`src/rtl/view_param_pkg.sv`:
```
// view_param_pkg: FSM states, angle wrap and button index constants for view_param_ctrl.
package view_param_pkg;
  typedef enum logic [1:0] {SCAN, COMMIT, BLANK} state_e;
  localparam int ANGLE_WRAP = 360;
  localparam int NEAR_INIT = 0;
  localparam int BTN_FAR_UP = 0;
  localparam int BTN_FAR_DN = 1;
  localparam int BTN_NEAR_UP = 2;
  localparam int BTN_NEAR_DN = 3;
  localparam int BTN_ROT_L = 4;
  localparam int BTN_ROT_R = 5;
endpackage

```
`src/rtl/view_param_ctrl_btn_repeat.sv`:
```
// btn_repeat: hold counter that emits one step pulse every REPEAT_CYCLES held cycles.
module btn_repeat #(
  parameter int REPEAT_CYCLES = 100000
) (
  input  logic clk_i,
  input  logic rst_i,
  input  logic req_i,
  output logic step_o
);
  localparam int CW = $clog2(REPEAT_CYCLES + 1);
  localparam logic [CW-1:0] LAST = CW'(REPEAT_CYCLES - 1);
  logic [CW-1:0] cnt_q, cnt_d;
  assign step_o = req_i && cnt_q == LAST;
  assign cnt_d = (!req_i || step_o) ? '0 : cnt_q + CW'(1);
  always_ff @(posedge clk_i) begin
    if (rst_i) cnt_q <= '0;
    else cnt_q <= cnt_d;
  end
endmodule

```
`src/rtl/view_param_ctrl.sv`:
```
// view_param_ctrl: button-driven angle/far/near shadow registers, committed to outputs once per frame.
module view_param_ctrl
  import view_param_pkg::*;
#(
  parameter int REPEAT_CYCLES = 100000,
  parameter int H_ACTIVE = 1280,
  parameter int V_ACTIVE = 720,
  parameter int FAR_MAX = 255,
  parameter int FAR_INIT = 17
) (
  input  logic        pixel_clk_in,
  input  logic        rst_in,
  input  logic [10:0] hcount_in,
  input  logic [9:0]  vcount_in,
  input  logic [5:0]  btn_in,
  output logic [15:0] angle_out,
  output logic [15:0] far_mag_out,
  output logic [15:0] near_mag_out,
  output logic        commit_out
);
  localparam logic [15:0] FMAX = 16'(FAR_MAX);
  localparam logic [15:0] FINIT = 16'(FAR_INIT);
  localparam logic [15:0] NINIT = 16'(NEAR_INIT);
  localparam logic [15:0] AMAX = 16'(ANGLE_WRAP - 1);
  localparam logic [9:0] V_END = 10'(V_ACTIVE);
  localparam bit H_OK = H_ACTIVE > 0;
  state_e state_q, state_d;
  logic [15:0] angle_q, angle_d, far_q, far_d, near_q, near_d;
  logic [15:0] aout_q, fout_q, nout_q;
  logic dirty_q, dirty_d, commit_q, commit;
  logic [5:0] pair_hold, step;
  // an opposing pair held together keeps both counters parked at zero
  assign pair_hold = {{2{&btn_in[5:4]}}, {2{&btn_in[3:2]}}, {2{&btn_in[1:0]}}};
  for (genvar i = 0; i < 6; i++) begin : g_btn
    btn_repeat #(.REPEAT_CYCLES(REPEAT_CYCLES)) u_btn (
      .clk_i (pixel_clk_in),
      .rst_i (rst_in),
      .req_i (btn_in[i] && !pair_hold[i]),
      .step_o(step[i])
    );
  end
  assign commit = state_q == COMMIT && dirty_q;
  always_comb begin
    far_d = far_q + 16'(step[BTN_FAR_UP] && far_q < FMAX) - 16'(step[BTN_FAR_DN] && far_q > near_q);
    // near up is bounded by far after this cycle's far step
    near_d = near_q + 16'(step[BTN_NEAR_UP] && near_q + 16'd1 <= far_d)
           - 16'(step[BTN_NEAR_DN] && near_q != '0);
    angle_d = step[BTN_ROT_L] ? (angle_q == AMAX ? '0 : angle_q + 16'd1)
            : step[BTN_ROT_R] ? (angle_q == '0 ? AMAX : angle_q - 16'd1) : angle_q;
    dirty_d = {angle_d, far_d, near_d} != {angle_q, far_q, near_q} || (dirty_q && state_q != COMMIT);
    state_d = (state_q == SCAN && H_OK && vcount_in == V_END && hcount_in == '0) ? COMMIT
            : (state_q == COMMIT) ? BLANK
            : (state_q == BLANK && vcount_in == '0) ? SCAN : state_q;
  end
  always_ff @(posedge pixel_clk_in) begin
    if (rst_in) begin
      state_q <= SCAN;
      angle_q <= '0;
      far_q <= FINIT;
      near_q <= NINIT;
      aout_q <= '0;
      fout_q <= FINIT;
      nout_q <= NINIT;
      dirty_q <= 1'b0;
      commit_q <= 1'b0;
    end else begin
      state_q <= state_d;
      angle_q <= angle_d;
      far_q <= far_d;
      near_q <= near_d;
      dirty_q <= dirty_d;
      commit_q <= commit;
      if (commit) begin
        aout_q <= angle_q;
        fout_q <= far_q;
        nout_q <= near_q;
      end
    end
  end
  assign angle_out = aout_q;
  assign far_mag_out = fout_q;
  assign near_mag_out = nout_q;
  assign commit_out = commit_q;
endmodule
```
`config.mk`:
```
export PLATFORM = sky130hd
export DESIGN_NAME = view_param_ctrl
export DESIGN_NICKNAME = d
export VERILOG_FILES = /design/src/rtl/view_param_pkg.sv /design/src/rtl/view_param_ctrl_btn_repeat.sv /design/src/rtl/view_param_ctrl.sv
export SDC_FILE = /design/constraint.sdc
export NUM_CORES = 1
export LEC_CHECK = 0
export CELL_PAD_IN_SITES_DETAIL_PLACEMENT = 1
export CELL_PAD_IN_SITES_GLOBAL_PLACEMENT = 2
export CORE_ASPECT_RATIO = 0.8
export CORE_MARGIN = 2
export CORE_UTILIZATION = 34
export CTS_BUF_LIST = sky130_fd_sc_hd__clkbuf_2
export DETAILED_ROUTE_END_ITERATION = 10
export MAX_ROUTING_LAYER = met4
export PLACE_DENSITY = 0.76
export SYNTH_ARGS = -nofsm -noshare
export SYNTH_HDL_FRONTEND = slang
export SYNTH_SLANG_ARGS = --single-unit
```
`constraint.sdc`:
```
create_clock -name pixel_clk_in -period 7.9 [get_ports pixel_clk_in]
set_input_delay 1.58 -clock pixel_clk_in [delete_from_list [all_inputs] [get_ports pixel_clk_in]]
set_output_delay 1.58 -clock pixel_clk_in [all_outputs]
set_load 0.03 [all_outputs]
```
==> results of run 1 <==
Yosys cell counts, drive strengths merged (10+ instances only):
library cell  instances
dfxtp               202
buf                  17
xor2                 76
o21ai                33
nor2                204
and3                 25
clkbuf               33
inv                  60
a21o                 10
nand4                38
nor4                 20
nand2b               14
xnor2                87
a21oi                92
nand2               167
nor3                 33
nand3                75
a211oi               17
nor2b                17
ha                  104
per-stage QoR:
step                instance area, sq um  hold WS (ps)  TNS [ps]
floorplan                          11900           426         0
global placement                   13700           442     -2810
detailed placement                 13700           448     -3280
CTS                                14500           464      -269
global route                       14700           485     -2220
finish                             14700           460      -379
routing by layer:
layer | vias to the layer above | routed length, microns | track usage, %
met5 | - | 0 | -
met2 | 181 | 15100 | 29.4
met4 | 0 | 481 | 4.71
met1 | 5277 | 20300 | 32.5
met3 | 50 | 1690 | 3.73
li1 | 5459 | - | -
worst paths after layout:
check | startpoint | end | slack [ps] | cells after the start
max reg2reg | near_q[2] | dirty_q | -380 | 45
min reg2reg | angle_out[5] | angle_out[5] | 460 | 2
min | angle_out[5] | angle_out[5] | 460 | 2
max | near_q[2] | dirty_q | -380 | 45
power groups by stage:
stage	Sequential [mW]	Combinational, mW	Clock (mW)
after floorplan	1.07	0.311	0
after global placement	1.07	0.511	0
after detailed placement	1.07	0.519	0
after CTS	1.05	0.549	0.881
after global routing	1.05	0.644	0.938
final	1.05	0.590	0.832
worst max-delay path: cells and delay by family (launching register included):
kind,cells,cell delay (ps)
AO/OA/AOI/OAI,19,2930
XOR/XNOR,3,590
adder cells (fa/ha/maj),8,2160
buffers and inverters,3,130
flip-flops,1,370
AND/OR/NAND/NOR,12,1920
area by class of cell:
type / count / area, sq um / area share, %
Antenna cell: 1 / 2.50 / 0.0170
Inverter: 60 / 233 / 1.58
Sequential cell: 202 / 4050 / 27.6
Clock buffer: 79 / 395 / 2.69
Timing Repair Buffer: 195 / 1660 / 11.3
Clock inverter: 26 / 163 / 1.11
Multi-Input combinational cell: 1138 / 7610 / 51.7
Tap cell: 472 / 591 / 4.02
state kept, by name, summed over array words and instances (netlist names):
register,flops
g_btn.u_btn.cnt_q,102
angle_out,16
state_q,2
far_mag_out,16
near_q,16
near_mag_out,16
commit_out,1
dirty_q,1
far_q,16
angle_q,16
timing repair:
action                                  CTS  global route
gates resized for setup                  34            33
pin swaps                                43            27
setup buffers                            16             5
endpoints found under the setup margin    3             7
logic make-up after synthesis:
family          count (synthesis)  share of synthesized area [%]
compound gates                219                           11.6
xor+xnor                      163                           12.1
fa+ha+maj                     106                           11.3
buf+inv                       110                           4.30
flops                         202                           34.2
mux                             3                          0.254
simple gates                  647                           26.3
==> results.json, run 1 <==
{
  "drt_iter0_markers": 688,
  "clk_pin_slew_worst_paths_ps": 100,
  "grt_pass1_vias": 10900,
  "synth_top_area_share_pct": 34.2,
  "syn_inst": 1450,
  "skew_ps": 94.7,
  "timing.final.hold_violations": 0,
  "ir_drop_mv": 0.0817,
  "power.net_switching_mw": 0.827,
  "die_h_microns": 171,
  "rsz0062_at_grt": "true",
  "place_inst": 2049,
  "syn_area_per_cell_sq_um": 8.16,
  "root_buffer": "clkbuf_2",
  "ys_warn_count": 0,
  "fp.dieW_microns": 213,
  "status": "finished, violations left",
  "powerDensity_mw_per_mm2": 168,
  "start_kind": "register",
  "synth_area_leaders": "dfxtp_1 (34%), ha_1 (11%), nor2_1 (6.5%)",
  "slowest_delay_ps": 490,
  "worstPathMaxFanout": 3,
  "io_buffer_count": 77,
  "viasPerCell": 5.05,
  "hold_buffers": 0,
  "synthFlopType": "dfxtp_1",
  "maxSlewHeadroom_pct": 28.9,
  "route.detailed.drc": 0,
  "netlist-cell-type-count": 72,
  "synth_edf_count": 0,
  "clk_path_buf_depth": 3,
  "violations": "negative setup slack",
  "start_util_pct": 34.3,
  "worst_ep_arrival_time_ps": 9060,
  "ant_nets": 0,
  "leakage_nw": 5.66,
  "final_cell_mix": "nor2_1 (202), dfxtp_1 (196), nand2_1 (166), buf_4 (117), ha_1 (95)",
  "drt_first_pass_iters": 5,
  "worstHoldPathType": "reg2reg",
  "slowest_stage": "or4_1",
  "synth_top_area_cell": "dfxtp_1",
  "maxCapViolations": 0,
  "antenna_found_initial": 1,
  "grt_max_degree": 63,
  "vias": 11000,
  "insertion_delay_ps": 950,
  "wl_per_cell_microns": 17.3,
  "post-route-period-util_pct": 105,
  "fillerInstances": 4217,
  "nNetsFinal": 1790,
  "p_comb_share_pct": 23.9,
  "clock_sinks": 202,
  "end_kind": "register",
  "p_clk_share_pct": 33.6,
  "cp.required_ps": 8680,
  "cts_tree": "yes",
  "layout_commonest_cell": "nor2_1",
  "ys_seq_area_share_pct": 34.2,
  "rows": 61,
  "die_area_sq_mm": 0.0363,
  "setup_violations": 1,
  "maxSlewViolCount": 0,
  "grt_pass1_wl_mm": 59.8,
  "totalWireLength_mm": 37.6,
  "io_pins": 78,
  "fin_total_pwr_mw": 2.47,
  "dpl.hpwl_mm": 28.0,
  "synth_area_sq_mm": 0.0118,
  "core-area_sq_mm": 0.0345,
  "max_freq_ghz": 0.121,
  "tightest_slew_ps": 1070,
  "final_cells": 2173,
  "criticalPathCategory": "reg2reg",
  "synthesis.nets": 1585,
  "period_needed_ps": 8280,
  "grtUsageTotal_pct": 21.5,
  "p_seq_share_pct": 42.5,
  "ys_ff_latch": 202,
  "cts_max_level": 2,
  "grt.overflow.total": 0,
  "drive_gt1_share_pct": 17.3,
  "final_util_pct": 42.6,
  "place_congestion": 0.925,
  "internal_power_mw": 1.65,
  "setup_slack_ps": -379,
  "cts_made_buffers": 58,
  "switching_share_pct": 33.4,
  "areaGrowthSynthToFinish_pct": 24.2,
  "pre_cts_ws_ps": -1020,
  "synthArstFlopShare_pct": 0
}
No activity file was read; power rests on OpenSTA's default activity.
==> run 2, diff against run 1 <==
--- a/config.mk
+++ b/config.mk
@@ -8,12 +8,12 @@
 export CELL_PAD_IN_SITES_DETAIL_PLACEMENT = 1
 export CELL_PAD_IN_SITES_GLOBAL_PLACEMENT = 2
 export CORE_ASPECT_RATIO = 0.8
-export CORE_MARGIN = 2
-export CORE_UTILIZATION = 34
+export CORE_MARGIN = 4
+export CORE_UTILIZATION = 40
 export CTS_BUF_LIST = sky130_fd_sc_hd__clkbuf_2
 export DETAILED_ROUTE_END_ITERATION = 10
 export MAX_ROUTING_LAYER = met4
-export PLACE_DENSITY = 0.76
+export PLACE_DENSITY = 0.85
 export SYNTH_ARGS = -nofsm -noshare
 export SYNTH_HDL_FRONTEND = slang
 export SYNTH_SLANG_ARGS = --single-unit
==> constraint.sdc (replaced) <==
create_clock -name pixel_clk_in -period 9.98 [get_ports pixel_clk_in]
set_input_delay 1.996 -clock pixel_clk_in [delete_from_list [all_inputs] [get_ports pixel_clk_in]]
set_output_delay 1.996 -clock pixel_clk_in [all_outputs]
set_load 0.02 [all_outputs]
==> results.json, run 2 (same netlist as run 1, synthesis figures left out) <==
{
  "worst_ep_arrival_time_ps": 9890,
  "regToRegSetupSlack_ps": 810,
  "wl_per_cell_microns": 17.9,
  "grt_pass1_wl_mm": 57.4,
  "clk_pin_slew_worst_paths_ps": 100,
  "io_buffer_count": 77,
  "fp.dieW_microns": 200,
  "holdWs_ps": 457,
  "power.net_switching_mw": 0.577,
  "layout_commonest_cell": "nor2_1",
  "post-route-period-util_pct": 91.9,
  "cp.required_ps": 10700,
  "start_util_pct": 40.5,
  "switching_share_pct": 33.3,
  "slowest_stage": "fa_1",
  "slowest_delay_ps": 430,
  "ant_nets": 0,
  "maxCapViolations": 0,
  "rsz0062_at_grt": "false",
  "start_kind": "register",
  "grt_max_degree": 67,
  "maxSlewViolCount": 0,
  "period_needed_ps": 9170,
  "fin_total_pwr_mw": 1.73,
  "viasPerCell": 5.36,
  "max_freq_ghz": 0.109,
  "timing.final.hold_violations": 0,
  "end_kind": "register",
  "drive_gt1_share_pct": 7.63,
  "top_register": "g_btn.u_btn.cnt_q",
  "hold_depth": 2,
  "fillerInstances": 3586,
  "io_pins": 78,
  "r2r_start": "near_q[9]",
  "drt_first_pass_iters": 5,
  "clock_sinks": 202,
  "dpl.hpwl_mm": 26.5,
  "ir_drop_mv": 0.0872,
  "critPathTopFamily": "compound AO/OA/AOI/OAI gates",
  "seq_area_sq_mm": 0.00405,
  "holdCritStartpoint": "far_mag_out[6]",
  "drt_iter0_markers": 602,
  "setup_violations": 0,
  "route.detailed.drc": 0,
  "antenna_found_initial": 2,
  "path_buf_inv": 3,
  "p_clk_share_pct": 32.2,
  "rows": 56,
  "p_seq_share_pct": 48.4,
  "criticalPathCategory": "reg2reg",
  "cts_max_level": 2,
  "r2r-end": "dirty_q",
  "vias": 10500,
  "maxSlewHeadroom_pct": 37.4,
  "nNetsFinal": 1684,
  "cts_tree": "yes",
  "tightest_slew_ps": 937,
  "cpMostUsedCell": "ha_1",
  "leakage_nw": 5.07,
  "areaGrowthSynthToFinish_pct": 13.0,
  "grt_pass1_vias": 10700,
  "internal_power_mw": 1.15,
  "die_area_sq_mm": 0.0324,
  "root_buffer": "clkbuf_2",
  "worstHoldPathType": "reg2reg",
  "worstPathMaxFanout": 5,
  "crit_start": "near_q[9]",
  "insertion_delay_ps": 860,
  "multi_input_area_sq_mm": 0.00730,
  "place_congestion": 0.962,
  "holdPathEnd": "far_mag_out[6]",
  "p_comb_share_pct": 19.4,
  "status": "complete, no violations",
  "fin_setup_tns_ps": 0,
  "clk_path_buf_depth": 3,
  "final_cell_mix": "nor2_1 (204), dfxtp_1 (200), nand2_1 (166), ha_1 (104), a21oi_1 (91)",
  "reg2reg_depth": 44,
  "cts_made_buffers": 55,
  "core-area_sq_mm": 0.0292,
  "totalWireLength_mm": 35.1,
  "grtUsageTotal_pct": 22.1,
  "hold_buffers": 0,
  "cts_setup_buffers": 0,
  "grt.overflow.total": 0,
  "powerDensity_mw_per_mm2": 129,
  "skew_ps": 34.1,
  "die_h_microns": 162,
  "largest_reg_flops": 102
}
==> run 2: area by class of cell <==
type / instances / share of cell area [%]
multi-input combinational: 1138 / 54.6
sequential: 202 / 30.3
timing repair buffer: 92 / 6.59
tap: 377 / 3.53
clock buffer: 72 / 2.69
inverter: 60 / 1.68
clock inverter: 22 / 0.636
antenna: 1 / 0.0187
==> run 2: power by group through the flow <==
stage	clock network [mW]	registers (mW)	logic, mW
6_report	0.557	0.838	0.335
5_1_grt	0.637	0.841	0.371
4_1_cts	0.590	0.839	0.334
3_5_place_dp	0	0.857	0.332
3_3_place_gp	0	0.858	0.328
2_1_floorplan	0	0.845	0.239
==> run 2: how the worst max path moves through the flow <==
stage / endpoint / cells past startpoint
6_report: dirty_q / 44
5_1_grt: dirty_q / 45
4_1_cts: dirty_q / 44
3_5_place_dp: dirty_q / 36
3_3_place_gp: dirty_q / 37
2_1_floorplan: dirty_q / 35
==> run 2: worst reg2reg max path: cells and delay by family (launching register included) <==
| family | cells | cell delay (ps) |
|---|---|---|
| simple gates | 9 | 1230 |
| fa+ha+maj | 8 | 2480 |
| xor+xnor | 1 | 240 |
| flops | 1 | 420 |
| buf+inv | 3 | 270 |
| compound gates | 22 | 4180 |
| mux | 1 | 240 |
==> run 2: what timing repair did <==
| action | 4_1_cts | 5_1_grt |
|---|---|---|
| endpoints found under the hold margin | 0 | 0 |
| gates resized for setup | 0 | 6 |
| setup endpoints to repair | 0 | 1 |
==> run 2: routing by layer <==
layer / share of wire [%] / GRT usage [%] / vias to the layer above
met1: 50 / 31.2 / 5058
li1: - / - / 5232
met2: 44 / 33.4 / 208
met4: 1.2 / 4.91 / 0
met3: 4.9 / 3.73 / 38
met5: 0 / - / -
==> run 2: metrics by stage <==
step,instance area [sq um],cells,setup slack [ps],utilization (%)
after floorplan,11800,1450,1310,-
after global placement,12900,1869,246,44.2
after detailed placement,12900,1869,43.8,44.2
after CTS,13400,1963,585,45.7
after global routing,13400,1964,17.0,45.8
final,13400,1964,806,45.8
==> run 3, diff against run 2 <==
--- a/config.mk
+++ b/config.mk
@@ -11,9 +11,11 @@
 export CORE_MARGIN = 4
 export CORE_UTILIZATION = 40
 export CTS_BUF_LIST = sky130_fd_sc_hd__clkbuf_2
+export CTS_CLUSTER_DIAMETER = 50
 export DETAILED_ROUTE_END_ITERATION = 10
+export GPL_ROUTABILITY_DRIVEN = 0
 export MAX_ROUTING_LAYER = met4
-export PLACE_DENSITY = 0.85
+export PLACE_DENSITY_LB_ADDON = 0.1
 export SYNTH_ARGS = -nofsm -noshare
 export SYNTH_HDL_FRONTEND = slang
 export SYNTH_SLANG_ARGS = --single-unit
==> results.json, run 3 (same netlist as run 1, synthesis figures left out) <==
{
  "ant_nets": 0,
  "end_kind": "register",
  "p_comb_share_pct": 18.9,
  "r2r-end": "dirty_q",
  "final_cell_mix": "nor2_1 (204), dfxtp_1 (200), nand2_1 (166), ha_1 (104), a21oi_1 (92)",
  "totalWireLength_mm": 35.0,
  "maxSlewViolCount": 0,
  "grt_max_degree": 65,
  "hold_buffers": 0,
  "insertion_delay_ps": 890,
  "holdPathEnd": "near_mag_out[10]",
  "slowest_delay_ps": 420,
  "maxSlewHeadroom_pct": 19.1,
  "reg2reg_depth": 43,
  "p_seq_share_pct": 47.7,
  "root_buffer": "clkbuf_2",
  "drt_first_pass_iters": 5,
  "final_util_pct": 45.8,
  "drt_iter0_markers": 531,
  "wl_per_cell_microns": 17.9,
  "clock_sinks": 202,
  "top_register": "g_btn.u_btn.cnt_q",
  "leakage_nw": 5.09,
  "period_needed_ps": 9210,
  "clk_pin_slew_worst_paths_ps": 100,
  "holdWs_ps": 458,
  "route.detailed.drc": 0,
  "grt.overflow.total": 0,
  "skew_ps": 45.1,
  "viasPerCell": 5.39,
  "criticalPathCategory": "reg2reg",
  "clk_path_buf_depth": 3,
  "grt_pass1_vias": 10600,
  "powerDensity_mw_per_mm2": 131,
  "io_pins": 78,
  "ir_drop_mv": 0.0670,
  "vias": 10600,
  "grt_pass1_wl_mm": 57.6,
  "multi_input_area_sq_mm": 0.00729,
  "max_freq_ghz": 0.109,
  "grtUsageTotal_pct": 22.2,
  "regToRegSetupSlack_ps": 770,
  "fillerInstances": 3577,
  "maxCapViolations": 0,
  "cts_tree": "yes",
  "power.net_switching_mw": 0.566,
  "rows": 56,
  "hold_depth": 2,
  "worst_ep_arrival_time_ps": 9960,
  "worstPathMaxFanout": 5,
  "start_util_pct": 40.5,
  "dpl.hpwl_mm": 26.6,
  "r2r_start": "near_q[9]",
  "cts_made_buffers": 54,
  "post-route-period-util_pct": 92.3,
  "antenna_found_initial": 1,
  "io_buffer_count": 77,
  "die_area_sq_mm": 0.0324,
  "worstHoldPathType": "reg2reg",
  "cpMostUsedCell": "ha_1",
  "cp.required_ps": 10730,
  "fp.dieW_microns": 200,
  "tightest_slew_ps": 1210,
  "status": "complete, no violations",
  "holdCritStartpoint": "near_mag_out[10]",
  "cts_max_level": 2,
  "nNetsFinal": 1682,
  "p_clk_share_pct": 33.5,
  "seq_area_sq_mm": 0.00405,
  "setup_violations": 0,
  "layout_commonest_cell": "nor2_1",
  "internal_power_mw": 1.19,
  "die_h_microns": 162,
  "start_kind": "register",
  "switching_share_pct": 32.2,
  "areaGrowthSynthToFinish_pct": 13.1,
  "timing.final.hold_violations": 0,
  "drive_gt1_share_pct": 8.10,
  "largest_reg_flops": 102,
  "core-area_sq_mm": 0.0292,
  "slowest_stage": "dfxtp_2"
}
run 3: changes by cell type in the layout (fill, tap and decap cells not counted), sizes merged:
cell / previous run / this run
bufinv: 0 / 1
clkbuf: 72 / 79
clkinv: 21 / 8
buf: 16 / 15
clkinvlp: 0 / 1
run 3: worst max-delay path, delay by kind of cell (launching register included):
family,cells,cell delay [ps]
adders and majority gates,7,2020
DFF,1,420
and+or+nand+nor,7,960
AOI/OAI and AO/OA,24,4950
buffers and inverters,3,240
muxes,1,260
xor gates and xnor gates,1,210
run 3: timing repair:
item,in CTS,in global routing
buffers inserted,0,1
endpoints found under the setup margin,0,1
gates resized for setup,0,4
run 3: routing by layer:
layer  track usage [%]  wire [microns]
met4              5.63             658
met1              31.4           17800
met5                 -               0
met2              33.0           15100
met3              4.19            1550
run 3: worst max-delay path by stage:
stage | endpoint | slack [ps] | start | depth (start not counted)
final | dirty_q | 770 | near_q[9] | 43
after floorplan | dirty_q | 1310 | btn_in[1] | 35
after detailed placement | dirty_q | 40 | btn_in[1] | 36
after global placement | dirty_q | 160 | btn_in[1] | 36
after global routing | dirty_q | -7 | near_q[9] | 43
after CTS | dirty_q | 560 | near_q[9] | 44
run 3: power groups by stage:
stage	clock [mW]	sequential, mW	combinational (mW)
6_report	0.588	0.838	0.331
3_5_place_dp	0	0.856	0.330
5_1_grt	0.674	0.840	0.366
3_3_place_gp	0	0.857	0.327
4_1_cts	0.625	0.838	0.332
2_1_floorplan	0	0.845	0.239
run 3: layout make-up:
cell class	count	area share (%)
inverters	60	1.71
diodes	1	0.0187
clock buffers	79	2.95
multi-input cells	1138	54.5
repair buffers	91	6.53
flip-flops and latches	202	30.2
well taps	377	3.53
clock inverters	11	0.524
run 3: through the flow:
stage / area, sq um / setup slack, ps / cells / power (mW) / TNS [ps]
global route: 13400 / -7.14 / 1959 / 1.88 / -7.14
detailed placement: 12900 / 40.8 / 1867 / 1.19 / 0
CTS: 13400 / 558 / 1957 / 1.79 / 0
global placement: 12900 / 157 / 1867 / 1.18 / 0
finish: 13400 / 767 / 1959 / 1.76 / 0
floorplan: 11800 / 1310 / 1450 / 1.08 / 0
